`src/rtl/mux8_rr_sched.sv`:
```
// Round-robin scheduler for a shared 8:1 single-bit mux channel.
// Grants are held for a bounded tenure and separated by one idle cycle.
module mux8_rr_sched #(
    parameter int MAX_HOLD = 4,
    parameter int CNT_W    = 8
) (
    input  logic       clk,
    input  logic       rst,
    input  logic [7:0] req,
    input  logic [7:0] din,
    output logic [2:0] sel,
    output logic [7:0] grant,
    output logic       valid,
    output logic       dout
);

    typedef enum logic {IDLE, GRANT} state_t;

    state_t           state, state_n;
    logic [2:0]       ptr, ptr_n;
    logic [2:0]       sel_n;
    logic [2:0]       win;
    logic             found;
    logic [7:0]       grant_n;
    logic             valid_n;
    logic [CNT_W-1:0] cnt, cnt_n;
    logic             rel;

    // Scan ptr+1 .. ptr+8; the last offset wraps back onto ptr itself.
    always_comb begin
        win   = ptr;
        found = 1'b0;
        for (int k = 1; k <= 8; k++) begin
            if (!found && req[ptr + 3'(k)]) begin
                win   = ptr + 3'(k);
                found = 1'b1;
            end
        end
    end

    assign rel = !req[sel] || (cnt == CNT_W'(MAX_HOLD - 1));

    always_comb begin
        state_n = state;
        ptr_n   = ptr;
        sel_n   = sel;
        grant_n = grant;
        valid_n = valid;
        cnt_n   = cnt;
        unique case (state)
            IDLE: begin
                grant_n = 8'h00;
                valid_n = 1'b0;
                if (found) begin
                    state_n = GRANT;
                    sel_n   = win;
                    grant_n = 8'h01 << win;
                    valid_n = 1'b1;
                    cnt_n   = '0;
                    ptr_n   = win;
                end
            end
            GRANT: begin
                if (rel) begin
                    state_n = IDLE;
                    grant_n = 8'h00;
                    valid_n = 1'b0;
                    cnt_n   = '0;
                end else begin
                    cnt_n = cnt + 1'b1;
                end
            end
            default: begin
                state_n = IDLE;
                grant_n = 8'h00;
                valid_n = 1'b0;
                cnt_n   = '0;
            end
        endcase
    end

    always_ff @(posedge clk) begin
        if (rst) begin
            state <= IDLE;
            ptr   <= 3'd7;
            sel   <= 3'd0;
            grant <= 8'h00;
            valid <= 1'b0;
            cnt   <= '0;
        end else begin
            state <= state_n;
            ptr   <= ptr_n;
            sel   <= sel_n;
            grant <= grant_n;
            valid <= valid_n;
            cnt   <= cnt_n;
        end
    end

    // Gating with valid keeps the shared line quiet between tenures.
    assign dout = valid & din[sel];

endmodule

```
`config.mk`:
```
export PLATFORM = sky130hd
export DESIGN_NAME = mux8_rr_sched
export DESIGN_NICKNAME = d
export VERILOG_FILES = /design/src/rtl/mux8_rr_sched.sv
export SDC_FILE = /design/constraint.sdc
export NUM_CORES = 1
export LEC_CHECK = 0
export BUFFER_PORTS_ARGS = -buffer_cell sky130_fd_sc_hd__buf_2
export CELL_PAD_IN_SITES_DETAIL_PLACEMENT = 0
export CELL_PAD_IN_SITES_GLOBAL_PLACEMENT = 2
export CORE_MARGIN = 10
export CORE_UTILIZATION = 36
export CTS_CLUSTER_DIAMETER = 40
export DETAILED_ROUTE_END_ITERATION = 6
export PLACE_DENSITY = 0.84
export SLEW_MARGIN = 5
export SYNTH_ARGS = -nofsm -noshare
export SYNTH_HDL_FRONTEND = slang
export SYNTH_SLANG_ARGS = --single-unit
```
`constraint.sdc`:
```
create_clock -name clk -period 4.8 [get_ports clk]
set_input_delay 0.48 -clock clk [delete_from_list [all_inputs] [get_ports clk]]
set_output_delay 0.48 -clock clk [all_outputs]
set_load 0.03 [all_outputs]
```
Word level (Yosys, flattened, before mapping)
Index checks and enable logic that the tools add are counted.
{"block": "word_totals", "regBits": 24, "inputBits": 18, "out_inout_bits": 13}
{"block": "classes", "bitwise_logic": 2, "shift": 1, "n_eq_ne": 3, "mux": 47, "addsub": 8, "n_reduce_logical": 17, "magnitude_cmp": 9}
{"op": "$lt 3x4->1 const B", "n": 9}
{"op": "$mux 8", "n": 4}
{"op": "$pmux 8 s2", "n": 2}
{"op": "$bmux 1 s3", "n": 10}
{"op": "$mux 3", "n": 8}
{"op": "$mux 1", "n": 21}
{"op": "$add 3x3->3 const B", "n": 4}
{"op": "$add 8x1->8 const B", "n": 1}
{"op": "$eq 8x2->1 const B", "n": 1}
{"op": "$logic_not 1->1", "n": 8}
{"op": "$shl 1x3->8 const A", "n": 1}
{"op": "$logic_and 1x1->1", "n": 7}
{"op": "$add 3x2->3 const B", "n": 2}
{"op": "$pmux 1 s2", "n": 2}
{"op": "$add 3x1->3 const B", "n": 1}
{"op": "$ne 2x1->1 const B", "n": 1}
{"op": "$ne 2x2->1 const B", "n": 1}
{"op": "$reduce_and 2->1", "n": 1}
{"op": "$and 1x1->1", "n": 1}
{"op": "$logic_or 1x1->1", "n": 1}
{"op": "$not 1->1", "n": 1}

Depth between registers and ports, before layout
Gate-level depths: netlist of the first run.
{"block": "logic_depth", "word_depth": 28, "mapped_depth": 13}

Worst setup path after synthesis of the first run
Ideal clock, no wire load.
{"block": "synth_path", "kind": "flip-flop to flip-flop", "startpoint": "reg ptr[1]", "endpoint": "reg grant[1]", "setup_ps": 117, "arrival_ps": 3228, "slack_ps": 1455, "synth_period_minus_slack_ps": 3345, "path_stages_with_launch": 13, "cell_sequence": "dfxtp_1 -> buf_6 -> clkbuf_1 -> inv_1 -> ha_1 -> mux4_2 -> mux2i_1 -> nand3_1 -> o31ai_2 -> buf_4 -> or3_1 -> mux2i_1 -> a32o_1"}
{"block": "synth_between", "elab_chain_len": 28, "word_cells_on_any_way": 56, "cone_classes": "7 x add/sub; 1 x shift; 34 x mux; 14 x reduce/logical"}
{"item": "start: declaration", "line_no": "20", "text": "logic [2:0] ptr, ptr_n;"}
{"item": "start signal: assignment", "line_no": "92", "text": "ptr <= ptr_n;"}
{"item": "$add 3x1->3", "line_no": "34, 35"}
{"item": "$bmux 1 s3", "line_no": "34", "text": "if (!found && req[ptr + 3'(k)]) begin"}
{"item": "$mux 1 (implied by the code)", "line_no": "34"}
{"item": "$mux 1", "line_no": "34"}
{"item": "$logic_not 1->1", "line_no": "34"}
{"item": "$logic_and 1x1->1", "line_no": "34"}
{"item": "$mux 1", "line_no": "34"}
{"item": "$logic_not 1->1", "line_no": "34"}
{"item": "[... 12 more ...]"}
{"item": "$logic_and 1x1->1", "line_no": "34"}
{"item": "$mux 1", "line_no": "34"}
{"item": "$logic_not 1->1", "line_no": "34"}
{"item": "$logic_and 1x1->1", "line_no": "34"}
{"item": "$mux 3", "line_no": "34"}
{"item": "$shl 1x3->8", "line_no": "57", "text": "grant_n = 8'h01 << win;"}
{"item": "$mux 8 (*)", "line_no": "54", "text": "if (found) begin"}
{"item": "$pmux 8 s2 (*)", "line_no": "50", "text": "unique case (state)"}
{"item": "end signal: assignment", "line_no": "94", "text": "grant <= grant_n;"}
{"item": "end: declaration", "line_no": "12", "text": "output logic [7:0] grant,"}
Every way passes the cells marked *; elsewhere a longest branch is shown, timed or not. The select of a mux whose other input is x is not followed.
A chain may end at the register's enable or synchronous reset.

Worst setup path in the final report of the first run
{"block": "layout_path", "startpoint": "reg ptr[0]", "endpoint": "reg grant[1]"}
Same word-level chain as after synthesis.

==> impl_metrics.py, run 1 <==
metrics = {
    "cts": {
        "cts.reportedPaths.clkPinSlew_ns": 0.09,
        "cts_root_buf": "clkbuf_8",
        "cts_buffers": 3,
        "ctsLongestPathBuffers": 2,
        "cts_setup_buffers": 0,
        "worstSkewPairLatency_ns": 0.27,
        "cts-resized-gates": 0,
        "cts_max_level": 1,
        "cts_tree": "built",
        "cts-hold-fix-buffers": 0,
        "clock-sinks": 24,
    },
    "power_and_ir_drop": {
        "ir_drop_mv": 0.308,
        "p_leak_uw": 0.000925,
        "power_density_nw_per_um2": 709,
    },
    "outcome": {
        "status": "complete, no violations",
    },
    "die": {
        "initial_core_util_pct": 37.1,
        "io_pins": 31,
        "row_count": 28,
        "fp.dieW_um": 97.8,
        "die_y_um": 97.8,
        "core_area_um2": 5890,
        "die_area_um2": 9570,
    },
    "detailed_routing": {
        "drc": 0,
        "via_per_inst": 5.76,
        "wire_per_inst_um": 17.0,
        "first_pass_iters": 4,
        "postRouteAntennaNets": 0,
        "num_vias": 1837,
        "routed_wl_um": 5440,
        "drt-initial-drc-count": 95,
    },
    "worst_hold_path": {
        "holdCritPathClass": "flop to flop",
    },
    "logic_synthesis": {
        "syn_nets": 242,
        "seq_area_frac_synth_pct": 22.0,
        "synth-seq-cells": 24,
        "syn_area_um2": 2180,
        "synthTopCellsByCount": "24 x dfxtp_1, 18 x mux4_2, 18 x nor2_1",
        "async_flop_share_pct": 0,
        "synth_flop_cell": "dfxtp_1",
        "ys_warn_count": 0,
        "synth_cell_types": 54,
        "synth_area_per_cell_um2": 9.87,
        "yosysTopAreaCellShare_pct": 22.0,
        "synth_cells": 221,
        "synth_edf_count": 0,
        "synth_area_leaders": "dfxtp_1 22%, mux4_2 19%, mux2i_1 7.3%, mux2_2 3.6%, nor2_1 3.1%",
        "synth_largest_area_cell": "dfxtp_1",
        "yosysMostFrequentCell": "dfxtp_1",
    },
    "setup_path": {
        "cp_slowest_cell": "ha_1",
        "cpPeakStageDelay_ns": 0.72,
        "critPathTopFamily": "multiplexers",
        "crit_path_cell_trace": "clkinv_1 > ha_1 > mux4_2 > mux2i_1 > nand3_1 > o31ai_2 > or3_1 > mux2i_1 > a32o_1",
        "startpoint_type": "flop",
        "worstSetupEndpointType": "flop",
        "path_max_fanout": 14,
        "cp_num_buf_inv": 1,
        "crit_path_frequent_cell": "mux2i_1",
        "crit_arrival_ns": 4.01,
        "cp.required_ns": 4.97,
        "crit_type": "flop to flop",
    },
    "placement": {
        "placedCellCount": 315,
        "place.gp.congestion": 0.821,
        "post-dp-hpwl_um": 4160,
        "numPortBuffers": 30,
        "post-place-ws_ns": 0.984,
        "placed_area_um2": 2360,
    },
    "global_routing": {
        "grt_pass1_vias": 1804,
        "grt_pass1_wl_um": 9020,
        "grt_use_total_pct": 10.8,
        "grt_antenna_before_repair": 0,
        "grt_max_degree": 22,
        "overflow": 0,
    },
    "timing": {
        "drv_slew": 0,
        "skew_ns": 0.00742,
        "finalCritPeriodShare_pct": 80.0,
        "clock.fmax_mhz": 260,
        "max_slew_margin_pct": 53.3,
        "finalCriticalPeriod_ns": 3.84,
        "worstMarginPinSlew_ns": 0.699,
        "setup_viol": 0,
        "fin_setup_tns_ns": 0,
        "rsz0062_at_grt": "false",
        "final_hold_viol_count": 0,
        "hold_slack_ns": 0.459,
        "final.setup.worst_slack_ns": 0.961,
    },
    "finish": {
        "n_antenna_cell": 0,
        "seq_area_um2": 480,
        "nNetsFinal": 266,
        "final_layout_size_suffix_gt1_share_pct": 29.9,
        "fin_area_um2": 2430,
        "syn_to_final_growth_pct": 11.5,
        "fillers": 594,
        "layout.cells.non_filler": 319,
        "multi_input_area_um2": 1590,
    },
    "job": {
        "cap_violations": 0,
    },
}
## cell usage in the layout (no fill, tap or decap), drive strengths merged, types with 6 or more instances in the layout
master  netlist  final
inv           6      6
xnor2         6      6
o31ai         7      7
a21oi        13     13
mux2i        17     17
nor3          7      7
o21ai         7      7
mux2          9      9
dfxtp        24     24
mux4         18     18
nor2         18     18
buf           8     32
nand2        12     12
## cells by family (layout without fill, tap and decap cells)
family	after synthesis	count (layout)	synth area share, %
compound gates	49	49	16.2
xor+xnor	10	10	4.02
fa+ha+maj	3	3	1.72
buf+inv	20	43	4.88
flops	24	24	22.0
mux	44	44	32.0
simple gates	71	71	19.2
## final timing paths
path | startpoint | slack [ns] | endpoint | cells after the start
worst min-delay path | grant[7] | 0.46 | grant[7] | 2
worst min register to register | grant[7] | 0.46 | grant[7] | 2
worst max register to register | ptr[0] | 0.96 | grant[1] | 9
worst max-delay path | ptr[0] | 0.96 | grant[1] | 9
## sequential cells by signal, indices dropped and copies added, names as in the netlist
signal / cells
grant: 8
ptr: 3
sel: 3
cnt: 8
state: 1
valid: 1
## power breakdown
part / internal [uW] / switching, uW / leakage (uW)
Combinational: 524 / 716 / 0.000693
Clock: 111 / 66.8 / 0.0000357
Sequential: 251 / 55.8 / 0.000196
Total: 886 / 838 / 0.000925
## final cells by class
| type | count | share of cell area (%) |
|---|---|---|
| inverter | 7 | 1.08 |
| timing repair buffer | 32 | 6.79 |
| clock buffer | 3 | 1.70 |
| tap | 75 | 3.86 |
| clock inverter | 1 | 1.24 |
| sequential | 24 | 19.8 |
| multi-input combinational | 177 | 65.6 |
## per-stage QoR
step                      utilization, %  power [uW]
after CTS                           41.3        1730
after global placement              40.1        1560
final                               41.3        1720
after global routing                41.3        1850
after floorplan                        -        1330
after detailed placement            40.1        1540
## worst min-delay path, cell delays in order (launching register included)
cell and delay (ns):
dfxtp_1 0.33, nand2_1 0.05, o31ai_1 0.05
## routing by layer
layer	routed length (um)	GRT usage [%]
met1	2570	14.0
met2	2590	17.7
met3	245	2.82
met4	29	1.45
met5	0	0
Note: power is estimated with default switching activity, not from simulation.
==> run 2: changes to the inputs <==
--- a/config.mk
+++ b/config.mk
@@ -5,14 +5,15 @@
 export SDC_FILE = /design/constraint.sdc
 export NUM_CORES = 1
 export LEC_CHECK = 0
+export ABC_AREA = 1
 export BUFFER_PORTS_ARGS = -buffer_cell sky130_fd_sc_hd__buf_2
 export CELL_PAD_IN_SITES_DETAIL_PLACEMENT = 0
 export CELL_PAD_IN_SITES_GLOBAL_PLACEMENT = 2
 export CORE_MARGIN = 10
-export CORE_UTILIZATION = 36
+export CORE_UTILIZATION = 27
 export CTS_CLUSTER_DIAMETER = 40
 export DETAILED_ROUTE_END_ITERATION = 6
-export PLACE_DENSITY = 0.84
+export PLACE_DENSITY = 0.81
 export SLEW_MARGIN = 5
 export SYNTH_ARGS = -nofsm -noshare
 export SYNTH_HDL_FRONTEND = slang
==> constraint.sdc (replaced) <==
create_clock -name clk -period 3.11 [get_ports clk]
set_input_delay 0.311 -clock clk [delete_from_list [all_inputs] [get_ports clk]]
set_output_delay 0.311 -clock clk [all_outputs]
set_load 0.03 [all_outputs]
==> run 2 against run 1 <==
Critical path depth is 4 higher. Fmax is 43% higher. Core utilization is 9.8 points lower. Via count is 11% higher. Sequential share of layout area is 1.5 points higher. Synthesized cell count is 43% higher. First-iteration DRC count is 19% higher. Die area is 16% higher. Global-route usage is 1.0 points lower. Final area is 6.9% lower. Register-to-register slack worse by 0.54 ns. Critical path type unchanged. Critical endpoint is now cnt[5]. Largest cell class unchanged. Largest power group unchanged.
==> impl_metrics.py, run 2 <==
metrics = {
    "timing": {
        "skew_ns": 0.00290,
        "max_slew_margin_pct": 68.8,
        "drv_slew": 0,
        "finalCriticalPeriod_ns": 2.69,
        "final_hold_viol_count": 0,
        "finalCritPeriodShare_pct": 86.3,
        "clock.fmax_mhz": 372,
        "setup_viol": 0,
        "rsz0062_at_grt": "false",
        "fin_setup_tns_ns": 0,
        "worstMarginPinSlew_ns": 0.464,
    },
    "setup_path": {
        "cp.required_ns": 3.30,
        "worstSetupEndpointType": "flop",
        "worstSetupStartpoint": "ptr[1]",
        "startpoint_type": "flop",
        "crit_path_cell_trace": "inv_2 > ha_1 > inv_1 > nand3_1 > nand3_2 > nand2_4 > nor2_4 > nand4_2 > nor2_2 > nand3_2 > nor2_2 > o21ai_0 > nor3_1",
        "cp_slowest_cell": "ha_1",
        "crit_arrival_ns": 2.87,
        "path_max_fanout": 11,
        "cpPeakStageDelay_ns": 0.39,
        "crit_type": "flop to flop",
        "worst_r2r_startpoint": "ptr[1]",
    },
    "placement": {
        "post-dp-hpwl_um": 4500,
        "placed_area_um2": 2210,
        "placedCellCount": 440,
        "place.gp.congestion": 0.873,
        "numPortBuffers": 30,
    },
    "finish": {
        "final_layout_size_suffix_gt1_share_pct": 20.3,
        "nNetsFinal": 367,
        "layout.cells.non_filler": 444,
        "final_cell_mix": "105 x nand2_1, 34 x nand3_1, 30 x inv_1, 30 x buf_2, 24 x dfxtp_1",
        "fin_area_um2": 2260,
        "largestRegisters": "cnt: 8 flops, grant: 8 flops",
        "syn_to_final_growth_pct": 15.3,
        "n_antenna_cell": 0,
        "final_common_cell": "nand2_1",
    },
    "global_routing": {
        "grt_max_degree": 20,
        "grt_pass1_wl_um": 9300,
        "grt_antenna_before_repair": 0,
        "grt_pass1_vias": 1950,
        "overflow": 0,
        "grt_use_total_pct": 9.76,
    },
    "logic_synthesis": {
        "synth_cell_types": 36,
        "yosys.area_share.simple_pct": 45.9,
        "synth_edf_count": 0,
        "synth_cells": 316,
        "yosysMostFrequentCell": "nand2_1",
        "synth_flop_cell": "dfxtp_1",
        "yosysTopAreaCellShare_pct": 24.5,
        "syn_nets": 337,
        "seq_area_frac_synth_pct": 24.5,
        "synth_mux_area_share_pct": 0.574,
        "synthTopCellsByCount": "105 x nand2_1, 34 x nand3_1, 30 x inv_1",
        "synth-seq-cells": 24,
        "synth_largest_area_cell": "dfxtp_1",
        "synth_area_per_cell_um2": 6.21,
        "synth-adder-area-share_pct": 1.91,
        "syn_area_um2": 1960,
        "synth_top_family_by_area": "simple AND/OR/NAND/NOR gates",
        "async_flop_share_pct": 0,
        "synth_compound_area_share_pct": 13.5,
        "synth_xor_area_share_pct": 3.51,
        "synth_area_leaders": "dfxtp_1 24%, nand2_1 20%, nand3_1 8.7%, inv_1 5.7%, a21oi_1 5.6%",
        "ys_warn_count": 0,
    },
    "die": {
        "core_area_um2": 7180,
        "initial_core_util_pct": 27.4,
        "die_y_um": 105,
        "die_area_um2": 11100,
        "fp.dieW_um": 105,
        "io_pins": 31,
        "row_count": 31,
    },
    "cts": {
        "cts_tree": "built",
        "cts-resized-gates": 0,
        "cts.reportedPaths.clkPinSlew_ns": 0.08,
        "cts_buffers": 3,
        "ctsLongestPathBuffers": 2,
        "cts_root_buf": "clkbuf_8",
        "cts_setup_buffers": 0,
        "worstSkewPairLatency_ns": 0.26,
        "cts_max_level": 1,
        "clock-sinks": 24,
        "cts-hold-fix-buffers": 0,
    },
    "power_and_ir_drop": {
        "p_leak_uw": 0.00108,
        "ir_drop_mv": 0.552,
        "power_density_nw_per_um2": 1190,
    },
    "detailed_routing": {
        "routed_wl_um": 5340,
        "postRouteAntennaNets": 0,
        "num_vias": 2038,
        "first_pass_iters": 4,
        "drt-initial-drc-count": 113,
        "drc": 0,
        "wire_per_inst_um": 12.0,
        "via_per_inst": 4.59,
    },
    "worst_hold_path": {
        "holdCritPathClass": "input pin to flop",
        "worstHoldStart": "rst",
    },
    "job": {
        "cap_violations": 0,
    },
    "outcome": {
        "status": "complete, no violations",
    },
}
## run 2: cell count changes after synthesis, sizes merged, moves of 7 or more
cell and change:
o31ai -7, mux2i -17, mux4 -18, nand3 +34, mux2 -8, inv +30, nand2 +104, a21oi +10
## run 2: cell type report
cell class	instances	area, um2
inverter	37	140
clock buffer	4	55.1
tap	99	124
timing repair buffer	34	180
sequential	24	480
multi-input combinational	246	1280
fill	815	4910
## run 2: final timing paths
check,cells past startpoint,end,slack [ns]
hold reg to reg,2,grant[0],0.47
hold / removal,2,grant[1],0.44
setup / recovery,13,cnt[5],0.42
setup reg to reg,13,cnt[5],0.42
## run 2: logic make-up (layout without fill, tap and decap cells)
| group | Yosys count | count (layout) |
|---|---|---|
| simple gates | 190 | 190 |
| buf+inv | 46 | 75 |
| compound gates | 45 | 45 |
| flops | 24 | 24 |
| xor+xnor | 7 | 7 |
| fa+ha+maj | 3 | 3 |
| mux | 1 | 1 |
## run 2: power by group
group | internal (uW) | switching (uW) | total [uW] | leakage [uW]
logic | 643 | 1390 | 2040 | 0.000850
clock network | 113 | 97.3 | 210 | 0.0000288
registers | 375 | 65.4 | 440 | 0.000196
total | 1130 | 1560 | 2690 | 0.00108
## run 2: through the flow
stage | util [%] | worst slack, ns | hold slack (ns) | power [uW]
2_1_floorplan | - | 0.756 | 0.453 | 2060
3_3_place_gp | 30.8 | 0.517 | 0.451 | 2540
3_5_place_dp | 30.8 | 0.449 | 0.453 | 2510
4_1_cts | 31.5 | 0.419 | 0.445 | 2730
5_1_grt | 31.5 | 0.0558 | 0.459 | 3020
6_report | 31.5 | 0.425 | 0.442 | 2690
## run 2: critical path, delay by kind of cell, from the launching register on
family | cells | cell delay (ns)
AND/OR/NAND/NOR | 9 | 1.40
buffers and inverters | 2 | 0.29
flip-flops | 1 | 0.35
AO/OA/AOI/OAI | 1 | 0.17
adder cells (fa/ha/maj) | 1 | 0.39
## run 2: layer usage
layer,GRT usage (%),share of wire (%)
met1,12.6,46
met2,16.3,49
met3,1.77,4.1
met4,2.45,0.99
met5,0,0
